===== src/rtl/neuron_pkg.sv =====
// ============================================================================
//  neuron_pkg
//  Shared widths and scheduler state encoding for the LIF neuron layer.
//  Revision: 1.0
// ============================================================================
`default_nettype none

package neuron_pkg;

  localparam int DFLT_N_STAGE = 2;
  localparam int IN_W         = 2**DFLT_N_STAGE;
  localparam int MEM_W        = DFLT_N_STAGE + 2;

  typedef enum logic [1:0] {
    IDLE = 2'd0,
    RUN  = 2'd1,
    DONE = 2'd2
  } state_t;

endpackage

`default_nettype wire


===== src/rtl/neuron.sv =====
// ============================================================================
//  neuron
//  Combinational LIF neuron: leak-or-reset, weighted spike count, saturate.
//  Revision: 1.0
// ============================================================================
`default_nettype none

module neuron
  import neuron_pkg::*;
#(
  parameter int N_STAGE = DFLT_N_STAGE
) (
  input  logic [2**N_STAGE-1:0]      in_spikes,
  input  logic [2**N_STAGE-1:0]      weights,
  input  logic signed [N_STAGE+1:0]  last_membrane,
  input  logic                       was_spike,
  input  logic [2:0]                 shift,
  input  logic signed [N_STAGE+1:0]  threshold,
  output logic signed [N_STAGE+1:0]  new_membrane,
  output logic                       is_spike
);

  localparam int c_IN_W  = 2**N_STAGE;
  localparam int c_MEM_W = N_STAGE + 2;
  localparam int c_SUM_W = N_STAGE + 1;
  localparam logic signed [c_MEM_W:0] c_MAX = (c_MEM_W+1)'((1 << (c_MEM_W - 1)) - 1);

  logic [c_SUM_W-1:0]        w_sum;
  logic signed [c_MEM_W-1:0] w_leak;
  logic signed [c_MEM_W:0]   w_total;

  always_comb begin
    w_sum = '0;
    for (int i = 0; i < c_IN_W; i++) begin
      w_sum = w_sum + c_SUM_W'(in_spikes[i] & weights[i]);
    end
    // A neuron that fired last timestep restarts from rest instead of leaking.
    w_leak  = was_spike ? '0 : (last_membrane >>> shift);
    w_total = $signed({w_leak[c_MEM_W-1], w_leak})
            + $signed({{(c_MEM_W + 1 - c_SUM_W){1'b0}}, w_sum});
    new_membrane = (w_total > c_MAX) ? c_MAX[c_MEM_W-1:0] : w_total[c_MEM_W-1:0];
    is_spike     = (new_membrane >= threshold);
  end

endmodule

`default_nettype wire


===== src/rtl/neuron_layer_scheduler.sv =====
// ============================================================================
//  neuron_layer_scheduler
//  Steps one shared neuron across N_NEURONS per timestep, holding layer state.
//  Revision: 1.0
// ============================================================================
`default_nettype none

module neuron_layer_scheduler
  import neuron_pkg::*;
#(
  parameter int N_STAGE   = DFLT_N_STAGE,
  parameter int N_NEURONS = 4
) (
  input  logic                         clk,
  input  logic                         reset,
  input  logic                         in_valid,
  output logic                         in_ready,
  input  logic [2**N_STAGE-1:0]        in_spikes,
  input  logic                         cfg_we,
  input  logic [$clog2(N_NEURONS)-1:0] cfg_addr,
  input  logic [2**N_STAGE-1:0]        cfg_weights,
  input  logic [2:0]                   shift,
  input  logic [N_STAGE+1:0]           threshold,
  input  logic                         clear_state,
  output logic                         out_valid,
  input  logic                         out_ready,
  output logic [N_NEURONS-1:0]         out_spikes,
  output logic                         busy
);

  localparam int c_IN_W  = 2**N_STAGE;
  localparam int c_MEM_W = N_STAGE + 2;
  localparam int c_IW    = $clog2(N_NEURONS);
  localparam logic [c_IW-1:0] c_LAST = c_IW'(N_NEURONS - 1);

  state_t                    r_state, w_next;
  logic [c_IW-1:0]           r_idx;
  logic [c_IN_W-1:0]         r_spk_in;
  logic [2:0]                r_shift;
  logic signed [c_MEM_W-1:0] r_thr;
  logic [c_IN_W-1:0]         r_w   [N_NEURONS];
  logic signed [c_MEM_W-1:0] r_mem [N_NEURONS];
  logic [N_NEURONS-1:0]      r_ws;
  logic [N_NEURONS-1:0]      r_out;
  logic                      r_old_vld;
  logic [c_IW-1:0]           r_old_addr;
  logic [c_IN_W-1:0]         r_old_w;

  logic                      w_addr_ok, w_accept, w_wr, w_spk;
  logic [c_IN_W-1:0]         w_wsel;
  logic signed [c_MEM_W-1:0] w_new;

  assign w_addr_ok = (32'(cfg_addr) < N_NEURONS);
  assign w_accept  = (r_state == IDLE) && in_valid;
  assign w_wr      = (r_state == IDLE) && cfg_we && w_addr_ok;
  // A write landing on the accept edge must not affect the timestep it races.
  assign w_wsel    = (r_old_vld && (r_old_addr == r_idx)) ? r_old_w : r_w[r_idx];
  assign out_spikes = r_out;

  always_ff @(posedge clk or posedge reset) begin
    if (reset) r_state <= IDLE;
    else       r_state <= w_next;
  end

  always_comb begin
    w_next    = r_state;
    in_ready  = 1'b0;
    out_valid = 1'b0;
    busy      = 1'b0;
    case (r_state)
      IDLE: begin
        in_ready = 1'b1;
        if (in_valid) w_next = RUN;
      end
      RUN: begin
        busy = 1'b1;
        if (r_idx == c_LAST) w_next = DONE;
      end
      DONE: begin
        busy      = 1'b1;
        out_valid = 1'b1;
        if (out_ready) w_next = IDLE;
      end
      default: w_next = IDLE;
    endcase
  end

  always_ff @(posedge clk or posedge reset) begin
    if (reset) begin
      r_idx      <= '0;
      r_spk_in   <= '0;
      r_shift    <= '0;
      r_thr      <= '0;
      r_ws       <= '0;
      r_out      <= '0;
      r_old_vld  <= 1'b0;
      r_old_addr <= '0;
      r_old_w    <= '0;
      for (int i = 0; i < N_NEURONS; i++) begin
        r_w[i]   <= '0;
        r_mem[i] <= '0;
      end
    end else begin
      if (w_wr) r_w[cfg_addr] <= cfg_weights;
      if (w_accept) begin
        r_spk_in   <= in_spikes;
        r_shift    <= shift;
        r_thr      <= threshold;
        r_idx      <= '0;
        r_old_vld  <= w_wr;
        r_old_addr <= cfg_addr;
        r_old_w    <= r_w[cfg_addr];
      end
      if ((r_state == IDLE) && clear_state) begin
        r_ws <= '0;
        for (int i = 0; i < N_NEURONS; i++) r_mem[i] <= '0;
      end
      if (r_state == RUN) begin
        r_mem[r_idx] <= w_new;
        r_ws[r_idx]  <= w_spk;
        r_out[r_idx] <= w_spk;
        r_idx        <= r_idx + 1'b1;
      end
    end
  end

  neuron #(.N_STAGE(N_STAGE)) u_neuron (
    .in_spikes     (r_spk_in),
    .weights       (w_wsel),
    .last_membrane (r_mem[r_idx]),
    .was_spike     (r_ws[r_idx]),
    .shift         (r_shift),
    .threshold     (r_thr),
    .new_membrane  (w_new),
    .is_spike      (w_spk)
  );

endmodule

`default_nettype wire


===== config.mk =====
export PLATFORM = sky130hd
export DESIGN_NAME = neuron_layer_scheduler
export DESIGN_NICKNAME = d
export VERILOG_FILES = /design/src/rtl/neuron_pkg.sv /design/src/rtl/neuron.sv /design/src/rtl/neuron_layer_scheduler.sv
export SDC_FILE = /design/constraint.sdc
export NUM_CORES = 1
export LEC_CHECK = 0
export ABC_AREA = 1
export CORE_ASPECT_RATIO = 2
export CORE_MARGIN = 2
export CORE_UTILIZATION = 45
export CTS_CLUSTER_SIZE = 40
export DETAILED_ROUTE_END_ITERATION = 6
export GPL_TIMING_DRIVEN = 0
export PLACE_DENSITY = 0.66
export RECOVER_POWER = 50
export SYNTH_ARGS = -nofsm -noshare
export SYNTH_HDL_FRONTEND = slang
export SYNTH_SLANG_ARGS = --single-unit

===== constraint.sdc =====
create_clock -name clk -period 5.65 [get_ports clk]
set_input_delay 0.565 -clock clk [delete_from_list [all_inputs] [get_ports clk]]
set_output_delay 0.565 -clock clk [all_outputs]
set_load 0.01 [all_outputs]

==> impl_metrics.env, run 1 <==
export IMPL_diodes=0
export IMPL_r2r_end="r_ws[1]"
export IMPL_violations="max-capacitance violations, max-slew violations"
export IMPL_r2r_slack_ps=890
export IMPL_die_height_microns=127.3
export IMPL_grt_antenna_before_repair=0
export IMPL_status="finished, violations left"
export IMPL_start_util_pct=45.68
export IMPL_power_frac_clock_pct=22.4
export IMPL_drt_met1_wl_microns=3542
export IMPL_viasPerCell=5.150
export IMPL_drv_slew=42
export IMPL_h_tree_depth=3
export IMPL_ys_warnings_count=0
export IMPL_drv_cap=1
export IMPL_core_sq_um=7488
export IMPL_synth_net_count=456
export IMPL_rsz0062_at_grt="false"
export IMPL_n_fill_cell=729
export IMPL_p_seq_share_pct=30.1
export IMPL_clock_sinks=62
export IMPL_drtIter0Drc=141
export IMPL_layout_min_cycle_time_ps=4761
export IMPL_cts_hold_buffers=0
export IMPL_grt_ovfl_total=0
export IMPL_max_freq_mhz=210.0
export IMPL_routed_wl_met2_microns=3878
export IMPL_top_layer="met4"
export IMPL_setup_tns_ps=0
export IMPL_setup_viol_count_final=0
export IMPL_rows=45
export IMPL_required_ps=5870
export IMPL_whs_path_depth=2
export IMPL_worst_pin_slew_ps=2189
export IMPL_seqCellArea_sq_um=1551
export IMPL_cp_max_fo=11
export IMPL_min_path_type="flip-flop to flip-flop"
export IMPL_grt_max_degree=42
export IMPL_end_kind="flip-flop"
export IMPL_syn_area_per_cell_sq_um=8.243
export IMPL_startpoint_type="flip-flop"
export IMPL_drc=0
export IMPL_powerDensity_nw_per_um2=604.3
export IMPL_ys_seq_area_share_pct=45.35
export IMPL_routedWlPerCell_microns=14.16
export IMPL_num_vias=2858
export IMPL_min_from="r_old_w[0]"
export IMPL_ys_ff_latch=62
export IMPL_max_slew_margin_pct=-45.96
export IMPL_hold_end="r_old_w[0]"
export IMPL_p_total_mw=2.498
export IMPL_cts_buffers=9
export IMPL_die_area_sq_um=8357
export IMPL_cts_repair_resized=0
export IMPL_synth_distinct_cells=34
export IMPL_grt_pass1_wl_microns=13580
export IMPL_multi_input_area_sq_um=1649
export IMPL_route_met3_wl_microns=284
export IMPL_final_layout_size_suffix_gt1_share_pct=8.460
export IMPL_leakagePower_nw=2.081
export IMPL_clk_latency_ps=330
export IMPL_cts_tree="built"
export IMPL_gp_congestion=0.8846
export IMPL_fin_skew_ps=4.352
export IMPL_synthToLayoutAreaGrowth_pct=20.85
export IMPL_numPortBuffers=29
export IMPL_crit_type="flip-flop to flip-flop"
export IMPL_rr_worst_depth=24
export IMPL_grt_usage_pct=21.59
export IMPL_p_int_mw=1.456
export IMPL_worstReg2RegStart="r_idx[0]"
export IMPL_post_cts_buffers=0
export IMPL_ant_nets=0
export IMPL_syn_inst=415
export IMPL_fp_dieW_microns=65.65
export IMPL_io_pins=30
export IMPL_hold_viol=0
export IMPL_power_frac_comb_pct=47.5
export IMPL_cts_buffer_depth=2
export IMPL_wirelength_microns=7858
export IMPL_grt_pass1_vias=2840
export IMPL_clockRootBuffer="clkbuf_16"
export IMPL_peakVddDrop_uv=325.5
export IMPL_p_switching_mw=1.042
export IMPL_syn_cell_area_sq_um=3421
export IMPL_finish_net_count=497
export IMPL_swShare_pct=41.72
export IMPL_worstPathArrival_ps=4980
export IMPL_finalCritPeriodShare_pct=84.27
export IMPL_dr_pass1_iters=4
export IMPL_clkSlewWorstSetupHoldPaths_ps=50
export IMPL_place_hpwl_microns=5749
logic make-up after synthesis:
logic type	share of synthesized area, %
buffers and inverters	6.437
AOI/OAI and AO/OA	11.60
and+or+nand+nor	29.08
adders and majority gates	7.023
DFF	45.35
xor gates and xnor gates	0.5122
placed cells by master (no fill, tap or decap), types with 3 or more instances in the layout:
master	n
dfrtp_1	62
clkbuf_1	9
a21oi_1	18
clkbuf_16	9
nand2_2	4
nand3_1	34
nand2_4	3
nor2_1	20
clkdlybuf4s50_1	28
inv_1	36
nand3_2	3
nand3_4	4
ha_1	16
o21ai_0	47
nand2_1	135
critical path, stage by stage, from the launching register on:
cell      delay, ps
dfrtp_1         420
buf_6           160
inv_8            70
clkbuf_1        430
a21oi_1         130
a21oi_1         270
nor2_1           80
nor2_1          190
fa_1            430
ha_1            210
ha_1            180
ha_1            340
a21oi_1         170
nand2_2         120
nor2_1          200
nand3_4         140
nand3_4         140
inv_1            60
ha_1            270
inv_1            50
a21boi_0         80
o21ai_0         170
nand2_1         150
nand3_1         130
nand2_1          60
worst max path at each step:
stage	to	start	slack [ps]	cells past startpoint
3_5_place_dp	r_ws[1]	r_idx[0]	1100	26
5_1_grt	out_spikes[0]	r_idx[0]	560	24
6_report	r_ws[1]	r_idx[0]	890	24
2_1_floorplan	out_spikes[0]	r_idx[0]	1670	25
3_3_place_gp	out_spikes[1]	r_idx[0]	1170	26
4_1_cts	r_ws[1]	r_idx[0]	1090	26
routing by layer:
layer | track usage, % | vias to the layer above
met3 | 5.282 | 12
met4 | 9.069 | 0
met1 | 28.65 | 1351
met2 | 33.39 | 57
li1 | - | 1438
met5 | 0 | -
registers in the layout (all words and copies together) (netlist names):
signal      cells
r_idx           2
out_spikes      4
r_mem          16
r_thr           4
r_spk_in        4
r_old_addr      2
r_ws            4
r_w            16
r_shift         3
r_old_vld       1
r_old_w         4
r_state         2
final cells by class:
class | instances | area share (%)
multi-input combinational | 303 | 39.89
sequential | 62 | 37.53
timing repair buffer | 30 | 7.113
clock buffer | 13 | 6.295
inverter | 39 | 3.723
tap | 94 | 2.845
buffer | 11 | 1.574
clock inverter | 3 | 1.029
through the flow:
step                setup WS, ps  cells  utilization, %  hold slack (ps)  instance area (sq um)
floorplan                   1665    415               -            442.5                   3421
CTS                         1087    555           55.44            476.9                   4151
finish                     888.9    555           55.20            478.7                   4134
global placement            1168    538           51.13            457.2                   3829
detailed placement          1098    539           51.40            462.0                   3849
global route               557.3    555           55.20            498.3                   4134
power groups by stage:
| stage | registers, mW | logic (mW) | clock network (mW) |
|---|---|---|---|
| finish | 0.752 | 1.19 | 0.559 |
| CTS | 0.753 | 1.21 | 0.568 |
| detailed placement | 0.755 | 1.20 | 0 |
| global placement | 0.755 | 1.17 | 0 |
| floorplan | 0.729 | 0.875 | 0 |
| global route | 0.777 | 1.36 | 0.587 |
cell usage after synthesis:
cell type / number / area share, %
inv_8: 1 / 0.33
nand3_4: 4 / 2.0
buf_2: 2 / 0.29
fa_1: 2 / 1.2
a41oi_1: 1 / 0.26
nand2_4: 3 / 0.99
nand2_8: 1 / 0.59
o31ai_1: 1 / 0.22
nand2_2: 4 / 0.73
and2_1: 1 / 0.18
nand3_2: 3 / 0.88
clkbuf_1: 5 / 0.55
xnor2_1: 1 / 0.26
a22oi_1: 2 / 0.44
a31oi_1: 1 / 0.18
nand3_1: 34 / 5.0
nor3_1: 1 / 0.15
a21oi_1: 18 / 2.6
nor2_1: 20 / 2.2
o21ai_0: 47 / 6.9
ha_1: 16 / 5.9
a21boi_0: 1 / 0.22
dfrtp_1: 62 / 45
buf_6: 2 / 0.66
xor2_1: 1 / 0.26
clkinv_1: 1 / 0.11
nor3b_2: 1 / 0.37
nor2_8: 2 / 1.2
o221ai_1: 1 / 0.26
buf_4: 2 / 0.44
inv_2: 1 / 0.11
inv_1: 36 / 4.0
o2111ai_1: 2 / 0.51
nand2_1: 135 / 15
(Power assumes the default switching activity.)
==> inputs of run 2 (changes only) <==
==> constraint.sdc (replaced) <==
create_clock -name clk -period 4.65 [get_ports clk]
set_input_delay 0.465 -clock clk [delete_from_list [all_inputs] [get_ports clk]]
set_output_delay 0.465 -clock clk [all_outputs]
set_load 0.01 [all_outputs]
==> impl_metrics.env, run 2 (same netlist as run 1, synthesis figures left out) <==
export IMPL_status="finished, violations left"
export IMPL_violations="max-capacitance violations, max-slew violations"
export IMPL_grt_pass1_vias=2840
export IMPL_top_layer="met4"
export IMPL_layout_min_cycle_time_ps=4333
export IMPL_powerDensity_nw_per_um2=736.2
export IMPL_finalCritPeriodShare_pct=93.19
export IMPL_crit_chain="buf_6, inv_8, buf_2, a21oi_1, a21oi_1, nor2_1, nor2_1, fa_1, ha_1, ha_1, ha_1, nand3_1, nand2_4, nor2_4, nand3_4, nand3_4, inv_1, ha_1, inv_1, a21boi_0, o21ai_1, nand2_2, nand3_1, nand2_1"
export IMPL_p_int_mw=1.786
export IMPL_peakVddDrop_uv=396.2
export IMPL_min_path_type="flip-flop to flip-flop"
export IMPL_dp_cells=539
export IMPL_clkSlewWorstSetupHoldPaths_ps=50
export IMPL_end_kind="flip-flop"
export IMPL_cts_tree="built"
export IMPL_cp_slowest_cell="fa_1"
export IMPL_crit_type="flip-flop to flip-flop"
export IMPL_post_route_util_pct=55.71
export IMPL_detailedPlace_worstSlack_ps=98.03
export IMPL_holdWs_ps=480.6
export IMPL_clock_sinks=62
export IMPL_routedWlPerCell_microns=14.21
export IMPL_final_layout_size_suffix_gt1_share_pct=10.61
export IMPL_path_buf_inv=5
export IMPL_crit_family="adder cells"
export IMPL_setup_viol_count_final=0
export IMPL_required_ps=4870
export IMPL_clk_latency_ps=330
export IMPL_fin_ws_ps=316.9
export IMPL_cts_buffer_depth=2
export IMPL_mostFrequentLayoutCell="nand2_1"
export IMPL_final_cell_mix="133 x nand2_1, 62 x dfrtp_1, 44 x o21ai_0"
export IMPL_dr_pass1_iters=4
export IMPL_worst_pin_slew_ps=2233
export IMPL_fin_cells=556
export IMPL_die_area_sq_um=8357
export IMPL_drt_met1_wl_microns=3573
export IMPL_io_pins=30
export IMPL_swShare_pct=41.84
export IMPL_finish_net_count=498
export IMPL_leakagePower_nw=2.091
export IMPL_cts_hold_buffers=0
export IMPL_route_met3_wl_microns=318
export IMPL_core_sq_um=7488
export IMPL_place_hpwl_microns=5749
export IMPL_power_frac_comb_pct=48.2
export IMPL_drv_cap=1
export IMPL_power_frac_clock_pct=22.0
export IMPL_ant_nets=0
export IMPL_clockRootBuffer="clkbuf_16"
export IMPL_grt_antenna_before_repair=0
export IMPL_cts_buffers=9
export IMPL_max_slew_margin_pct=-48.88
export IMPL_grt_pass1_wl_microns=13580
export IMPL_diodes=0
export IMPL_startpoint_type="flip-flop"
export IMPL_numPortBuffers=29
export IMPL_drv_slew=42
export IMPL_hold_viol=0
export IMPL_max_freq_mhz=230.8
export IMPL_p_seq_share_pct=29.8
export IMPL_gp_congestion=0.8846
export IMPL_max_stage_delay_ps=430
export IMPL_worstPathArrival_ps=4550
export IMPL_grt_ovfl_total=0
export IMPL_drc=0
export IMPL_fin_skew_ps=3.870
export IMPL_rows=45
export IMPL_synthToLayoutAreaGrowth_pct=21.95
export IMPL_num_vias=2843
export IMPL_viasPerCell=5.113
export IMPL_drtIter0Drc=193
export IMPL_p_switching_mw=1.285
export IMPL_die_height_microns=127.3
export IMPL_crit_path_frequent_cell="ha_1"
export IMPL_routed_wl_met2_microns=3877
export IMPL_grt_max_degree=42
export IMPL_p_total_mw=3.071
export IMPL_wirelength_microns=7903
export IMPL_reg_largest_list="r_mem (16), r_w (16)"
export IMPL_start_util_pct=45.68
export IMPL_cp_max_fo=11
export IMPL_grt_usage_pct=21.59
export IMPL_fp_dieW_microns=65.65
export IMPL_h_tree_depth=3
export IMPL_r2r_slack_ps=320
[run 2: changes by cell type in the layout (fill, tap and decap cells not counted), sizes merged]
cell | previous run | this run
clkbuf | 20 | 19
buf | 5 | 7
clkinv | 2 | 1
inv | 38 | 39
[run 2: worst paths after layout]
kind                       startpoint    endpoint  depth (start not counted)
setup / recovery             r_idx[0]     r_ws[1]                         24
hold / removal             r_old_w[2]  r_old_w[2]                          2
setup reg to reg             r_idx[0]     r_ws[1]                         24
hold reg to reg            r_old_w[2]  r_old_w[2]                          2
max in group asynchronous       reset  r_shift[1]                          3
min in group asynchronous       reset      r_w[4]                          2
[run 2: layer usage]
layer	global-route usage, %	up-vias
met2	33.39	64
li1	-	1435
met3	5.282	10
met1	28.65	1334
met4	9.069	0
met5	0	-
[run 2: cell type report]
| cell class | count | area [sq um] |
|---|---|---|
| buffer | 11 | 66.31 |
| inverter | 39 | 153.9 |
| clock inverter | 3 | 42.54 |
| clock buffer | 13 | 260.3 |
| multi-input combinational | 303 | 1678 |
| tap | 94 | 117.6 |
| timing repair buffer | 31 | 301.5 |
| sequential | 62 | 1551 |
| fill | 723 | 3317 |
[run 2: timing repair]
item | 4_1_cts | 5_1_grt
buffers inserted | 0 | 1
endpoints found under the setup margin | 0 | 8
resized for setup | 0 | 13
[run 2: power groups by stage]
| stage | sequential, mW | combinational, mW | clock, mW |
|---|---|---|---|
| after global routing | 0.945 | 1.69 | 0.713 |
| after CTS | 0.915 | 1.47 | 0.690 |
| after floorplan | 0.886 | 1.06 | 0 |
| after detailed placement | 0.918 | 1.46 | 0 |
| after global placement | 0.917 | 1.42 | 0 |
| final | 0.916 | 1.48 | 0.675 |
[run 2: tightest hold or removal path: stages (launching register included)]
cell and delay (ps):
dfrtp_1 340, nand2_1 50, nand2_1 50
[run 2: metrics by stage]
step                TNS [ps]  instance area (sq um)
floorplan                  0                   3421
global placement           0                   3829
detailed placement         0                   3849
CTS                        0                   4151
global route          -7.462                   4172
finish                     0                   4172
